File: src/rtl/fp16_pkg.sv
// Shared fp16 format constants and the converter state encoding.
package fp16_pkg;

    localparam int FP16_BIAS    = 15;
    localparam int FP16_EXP_W   = 5;
    localparam int FP16_FRAC_W  = 10;
    localparam int FP16_EXP_MAX = 31;

    typedef enum logic [1:0] {
        S_IDLE   = 2'd0,
        S_SHIFT  = 2'd1,
        S_FINISH = 2'd2
    } conv_state_t;

endpackage

File: src/rtl/fp16_classify.sv
// Combinational fp16 field decode and class detection, shared with the fp16 adder.
module fp16_classify
    import fp16_pkg::*;
(
    input  logic [15:0]            a,
    output logic                   sign,
    output logic [FP16_EXP_W-1:0]  exp,
    output logic [FP16_FRAC_W:0]   mant11,
    output logic                   is_zero,
    output logic                   is_sub,
    output logic                   is_inf,
    output logic                   is_nan
);

    localparam logic [FP16_EXP_W-1:0] EXP_ALL_ONES = FP16_EXP_W'(FP16_EXP_MAX);

    logic [FP16_FRAC_W-1:0] frac;
    logic                   exp_zero;
    logic                   exp_ones;
    logic                   frac_zero;

    assign sign      = a[15];
    assign exp       = a[14:10];
    assign frac      = a[9:0];
    assign exp_zero  = (exp == '0);
    assign exp_ones  = (exp == EXP_ALL_ONES);
    assign frac_zero = (frac == '0);

    // Hidden bit is set for every non-zero exponent, including Inf/NaN.
    assign mant11  = {~exp_zero, frac};
    assign is_zero = exp_zero & frac_zero;
    assign is_sub  = exp_zero & ~frac_zero;
    assign is_inf  = exp_ones & frac_zero;
    assign is_nan  = exp_ones & ~frac_zero;

endmodule

File: src/rtl/fp16_to_int16_seq.sv
// Multicycle fp16 -> int16 converter: operand decoded on accept, then aligned
// by a one-bit-per-cycle shifter before rounding and sign application.
module fp16_to_int16_seq
    import fp16_pkg::*;
#(
    parameter bit ROUND_NEAREST = 1'b0
) (
    input  logic        clk,
    input  logic        reset,
    input  logic        start,
    input  logic [15:0] a,
    output logic        busy,
    output logic        done,
    output logic [15:0] result,
    output logic        overflow,
    output logic        inexact,
    output logic        invalid
);

    localparam logic [FP16_EXP_W-1:0] EXP_BIAS  = FP16_EXP_W'(FP16_BIAS);
    localparam logic [FP16_EXP_W-1:0] EXP_HALF  = FP16_EXP_W'(FP16_BIAS - 1);
    localparam logic [FP16_EXP_W-1:0] EXP_ALIGN = FP16_EXP_W'(FP16_BIAS + FP16_FRAC_W);
    localparam logic [FP16_EXP_W-1:0] EXP_SAT   = FP16_EXP_W'(FP16_BIAS + 15);
    localparam logic [15:0]           SAT_POS   = 16'h7FFF;
    localparam logic [15:0]           SAT_NEG   = 16'h8000;

    logic                   sign;
    logic [FP16_EXP_W-1:0]  exp;
    logic [FP16_FRAC_W:0]   mant11;
    logic                   is_zero;
    logic                   is_sub;
    logic                   is_inf;
    logic                   is_nan;

    fp16_classify u_classify (
        .a       (a),
        .sign    (sign),
        .exp     (exp),
        .mant11  (mant11),
        .is_zero (is_zero),
        .is_sub  (is_sub),
        .is_inf  (is_inf),
        .is_nan  (is_nan)
    );

    conv_state_t state;
    conv_state_t state_next;

    logic [15:0] acc;
    logic [3:0]  cnt;
    logic        shift_left;
    logic        guard;
    logic        sticky;
    logic        sgn;
    logic        rnd_en;
    logic        ovf_r;
    logic        inx_r;
    logic        inv_r;

    logic [15:0] init_acc;
    logic [3:0]  init_cnt;
    logic        init_left;
    logic        init_rnd;
    logic        init_ovf;
    logic        init_inx;
    logic        init_inv;

    logic        round_up;
    logic [15:0] acc_rnd;
    logic [15:0] fin_result;

    // Decode of the operand presented with start: magnitude seed, shift plan, flags.
    // NOTE: every output of a combinational block gets a default first so no path can infer a latch.
    always_comb begin
        init_acc  = {5'b0, mant11};
        init_cnt  = '0;
        init_left = 1'b0;
        init_rnd  = 1'b0;
        init_ovf  = 1'b0;
        init_inx  = 1'b0;
        init_inv  = 1'b0;
        if (is_nan) begin
            init_acc = '0;
            init_inv = 1'b1;
        end else if (is_inf) begin
            init_acc = sign ? SAT_NEG : SAT_POS;
            init_ovf = 1'b1;
        end else if (exp >= EXP_SAT) begin
            // -32768 is the only representable value at this magnitude.
            init_acc = sign ? SAT_NEG : SAT_POS;
            init_ovf = ~(sign && (exp == EXP_SAT) && (mant11[FP16_FRAC_W-1:0] == '0));
        end else if (is_zero) begin
            init_acc = '0;
        end else if (is_sub || (exp < EXP_BIAS)) begin
            init_acc = '0;
            init_inx = 1'b1;
            if (ROUND_NEAREST && (exp == EXP_HALF) && (mant11[FP16_FRAC_W-1:0] != '0)) begin
                init_acc = 16'd1;
            end
        end else if (exp >= EXP_ALIGN) begin
            init_cnt  = 4'(exp - EXP_ALIGN);
            init_left = 1'b1;
        end else begin
            init_cnt = 4'(EXP_ALIGN - exp);
            init_rnd = ROUND_NEAREST;
        end
    end

    always_comb begin
        state_next = state;
        case (state)
            S_IDLE: begin
                if (start) begin
                    state_next = (init_cnt != '0) ? S_SHIFT : S_FINISH;
                end
            end
            S_SHIFT: begin
                if (cnt == 4'd1) begin
                    state_next = S_FINISH;
                end
            end
            S_FINISH: state_next = S_IDLE;
            default:  state_next = S_IDLE;
        endcase
    end

    // Magnitude stays below 2048 on the rounding path, so the increment cannot carry out.
    assign round_up   = rnd_en & guard & (sticky | acc[0]);
    assign acc_rnd    = acc + {15'b0, round_up};
    assign fin_result = sgn ? (~acc_rnd + 16'd1) : acc_rnd;
    assign busy       = (state != S_IDLE);

    // NOTE: sequential state uses non-blocking assignments only, so every register samples pre-edge values.
    always_ff @(posedge clk) begin
        if (!reset) begin
            state      <= S_IDLE;
            acc        <= '0;
            cnt        <= '0;
            shift_left <= 1'b0;
            guard      <= 1'b0;
            sticky     <= 1'b0;
            sgn        <= 1'b0;
            rnd_en     <= 1'b0;
            ovf_r      <= 1'b0;
            inx_r      <= 1'b0;
            inv_r      <= 1'b0;
            done       <= 1'b0;
            result     <= '0;
            overflow   <= 1'b0;
            inexact    <= 1'b0;
            invalid    <= 1'b0;
        end else begin
            state <= state_next;
            done  <= 1'b0;
            case (state)
                S_IDLE: begin
                    if (start) begin
                        acc        <= init_acc;
                        cnt        <= init_cnt;
                        shift_left <= init_left;
                        guard      <= 1'b0;
                        sticky     <= 1'b0;
                        sgn        <= sign;
                        rnd_en     <= init_rnd;
                        ovf_r      <= init_ovf;
                        inx_r      <= init_inx;
                        inv_r      <= init_inv;
                        overflow   <= 1'b0;
                        inexact    <= 1'b0;
                        invalid    <= 1'b0;
                    end
                end
                S_SHIFT: begin
                    if (shift_left) begin
                        acc <= {acc[14:0], 1'b0};
                    end else begin
                        acc    <= {1'b0, acc[15:1]};
                        guard  <= acc[0];
                        sticky <= sticky | guard;
                    end
                    cnt <= cnt - 4'd1;
                end
                S_FINISH: begin
                    result   <= fin_result;
                    overflow <= ovf_r;
                    inexact  <= inx_r | guard | sticky;
                    invalid  <= inv_r;
                    done     <= 1'b1;
                end
                default: ;
            endcase
        end
    end

endmodule
File: config.mk
export PLATFORM = sky130hd
export DESIGN_NAME = fp16_to_int16_seq
export DESIGN_NICKNAME = d
export VERILOG_FILES = /design/src/rtl/fp16_pkg.sv /design/src/rtl/fp16_classify.sv /design/src/rtl/fp16_to_int16_seq.sv
export SDC_FILE = /design/constraint.sdc
export NUM_CORES = 1
export LEC_CHECK = 0
export CAP_MARGIN = 20
export CORE_UTILIZATION = 55
export DETAILED_ROUTE_END_ITERATION = 10
export PLACE_DENSITY = 0.8
export SYNTH_ARGS = -nofsm -noshare
export SYNTH_HDL_FRONTEND = slang
export SYNTH_HIERARCHICAL = 1
export SYNTH_SLANG_ARGS = --single-unit
File: constraint.sdc
create_clock -name clk -period 3.3 [get_ports clk]
set_input_delay 0.825 -clock clk [delete_from_list [all_inputs] [get_ports clk]]
set_output_delay 0.825 -clock clk [all_outputs]
set_load 0.1 [all_outputs]
==> impl_metrics.yaml, run 1 <==
status:
  outcome: "complete, no violations"
finish:
  final_cell_mix: "dfxtp_1 (49), o21ai_0 (38), a21oi_1 (37), nor2_1 (31)"
  synthToLayoutAreaGrowth_pct: 12.69
  layout.nets: 406
  final_common_cell: "dfxtp_1"
  antennaDiodeCount: 0
  final_cells: 450
  fillers: 436
  layout-drive-gt1-share: 0.1342
clock_tree:
  hold_buffers: 0
  numCtsBuffers: 5
  clk_pin_slew_ns: 0.09
  clkLatencyLatePin_ns: 0.30
  cts.repair_timing.setup_buffer_count: 0
  h-tree-depth: 2
  ctsResizeCount: 0
  clockBufferDepth: 2
  tritoncts: "built"
  cts.sinks: 49
  cts_root_buf: "clkbuf_8"
critical_path:
  slowest_stage: "clkdlybuf4s50_1"
  slowest_delay_ns: 0.46
  critPathMaxFanout: 12
  crit_chain: "clkdlybuf4s50_1, nor4_2, and4_1, nor2_1, nor2_1, nor4bb_2, buf_4, a31oi_1, a21oi_1"
  arrival_ns: 3.10
  regToRegSetupSlack_ns: 1.22
  crit_top_cell: "nor2_1"
  path_class: "primary input to register"
  worst_setup_path_start_kind: "primary input"
  crit_path_end_kind: "register"
  cp.required_ns: 3.54
synthesis:
  synth_fp_nets: 395
  yosysTopAreaCell: "dfxtp_1"
  synth_seq_cells: 49
  syn_inst: 368
  synth.avg_cell_area_sq_um: 7.956
  synth_top_area_frac: 0.3350
  synth_top_cells_by_area: "dfxtp_1 (34%), o21ai_0 (6.5%), a21oi_1 (6.3%)"
  ys_async_sr_fraction: 0
  synthDistinctLibCells: 54
  synthFlopType: "dfxtp_1"
  synth_edf_count: 0
  ys_seq_area_frac: 0.3350
  ys_warn_count: 6
  synth_area_sq_um: 2928
floorplanning:
  rows: 26
  die_height_um: 74.96
  die_area_sq_um: 5619
  fp.dieW_um: 74.96
  io_pins: 40
  core_sq_um: 5107
  start_util: 0.5732
worst_hold_path:
  hp-class: "register to register"
sta:
  max_freq_ghz: 0.3497
  finalSetupViolCount: 0
  rsz0062_at_grt: "false"
  skew_ns: 0.007417
  fin_crit_ns: 2.860
  maxSlewHeadroom: 0.3157
  fin_tns_setup_ns: 0
  maxSlewViolCount: 0
  tightest_slew_ns: 1.027
  hold_viol: 0
  period_share: 0.8665
global_route:
  track_usage: 0.2471
  grt_max_degree: 29
  antenna_found_initial: 0
  grt_overflow_total: 0
  grt_pass1_wl_um: 10540
  grt_pass1_vias: 2219
routing:
  antenna_left: 0
  vias: 2703
  dr.pass1.iters: 5
  drt-initial-drc-count: 166
  wl_per_cell_um: 14.59
  drc: 0
  routed_via_density: 6.007
  wl_um: 6564
power:
  p_int_uw: 1059
  seqPwrFrac: 0.427
  p_sw_frac: 0.3646
  leakage_uw: 0.001210
  ir_drop_mv: 0.2294
  power.switching_uw: 607.8
  power_density_nw_per_um2: 505.2
  pwr-share-clk: 0.269
  combPwrFrac: 0.304
placed_design:
  io_buffers: 39
  placed_cells_incl_taps: 442
  dp_hpwl_um: 4678
  routabilityCongestion: 0.8138
job:
  drv_cap: 0
## cell usage after synthesis, types with 4 or more instances
library cell	number
clkbuf_1	22
buf_4	16
nand2_1	28
ha_1	8
nand3_1	5
inv_1	9
dfxtp_1	49
a211oi_1	6
mux2i_1	11
nand2b_1	5
a31oi_1	15
a21oi_1	37
xor2_1	13
o21ai_0	38
nor2_1	31
o31ai_1	5
mux2_2	4
nor3_1	5
o41ai_1	4
nor2b_1	4
## final cells by class
cell class                      instances  area (sq um)  share of cell area
Multi-Input combinational cell        267          1683              0.5100
Sequential cell                        49         980.9              0.2973
Timing Repair Buffer                   46         390.4              0.1183
Tap cell                               70         87.58             0.02655
Clock buffer                            6         82.58             0.02503
Clock inverter                          2         37.54             0.01138
Inverter                               10         37.54             0.01138
## layer usage
| metal | vias up | global-route usage | share of wire |
|---|---|---|---|
| met4 | 0 | 0.06918 | 0.0087 |
| met5 | - | 0 | 0 |
| met2 | 98 | 0.3834 | 0.46 |
| li1 | 1339 | - | - |
| met1 | 1262 | 0.3527 | 0.49 |
| met3 | 4 | 0.04418 | 0.050 |
## power groups by stage
| stage | combinational, uW | sequential (uW) | clock, uW |
|---|---|---|---|
| global route | 549 | 720 | 479 |
| global placement | 496 | 720 | 0 |
| floorplan | 301 | 823 | 0 |
| detailed placement | 503 | 723 | 0 |
| CTS | 505 | 710 | 453 |
| finish | 507 | 711 | 449 |
## logic make-up after synthesis
| group | Yosys count | share of synthesized area |
|---|---|---|
| fa+ha+maj | 8 | 0.03419 |
| flops | 49 | 0.3350 |
| mux | 15 | 0.05299 |
| xor+xnor | 14 | 0.04188 |
| simple gates | 106 | 0.1876 |
| buf+inv | 52 | 0.09231 |
| compound gates | 124 | 0.2560 |
## registers in the layout, indices dropped and copies added (netlist names)
signal and flops:
acc 16, cnt 4, done 1, guard 1
inexact 1, inv_r 1, invalid 1, inx_r 1
overflow 1, ovf_r 1, result 16, sgn 1
shift_left 1, state 2, sticky 1
## critical path: cells and delay by family
| family | cells | cell delay (ns) |
|---|---|---|
| AND/OR/NAND/NOR | 5 | 1.26 |
| buffers and inverters | 2 | 0.72 |
| AO/OA/AOI/OAI | 2 | 0.29 |
## path summary, 6_finish.rpt
| path | cells after the start | from | end |
|---|---|---|---|
| hold reg to reg | 2 | inx_r$_SDFFE_PN0P_ | inx_r$_SDFFE_PN0P_ |
| setup / recovery | 9 | a[1] | acc[3]$_SDFFE_PN0P_ |
| setup reg to reg | 5 | cnt[0]$_SDFFE_PN0P_ | state[1]$_SDFFE_PN0P_ |
| hold / removal | 2 | inx_r$_SDFFE_PN0P_ | inx_r$_SDFFE_PN0P_ |
## through the flow
step	hold slack [ns]	util	instance area, sq um	setup slack, ns	power, uW
2_1_floorplan	0.4321	-	2928	0.5750	1124
3_3_place_gp	0.4376	0.6225	3179	0.2609	1216
3_5_place_dp	0.4427	0.6225	3179	0.1493	1226
4_1_cts	0.4562	0.6460	3299	0.4615	1668
5_1_grt	0.4708	0.6460	3299	0.2588	1748
6_report	0.4608	0.6460	3299	0.4404	1667
No activity file was read; power rests on OpenSTA's default activity.
==> inputs of run 2 (changes only) <==
CAP_MARGIN = default   (was 20)
HOLD_SLACK_MARGIN = 0.08   (was default)
==> results of run 2 <==
The final DEF is identical to that of run 1; final timing and power are the same.
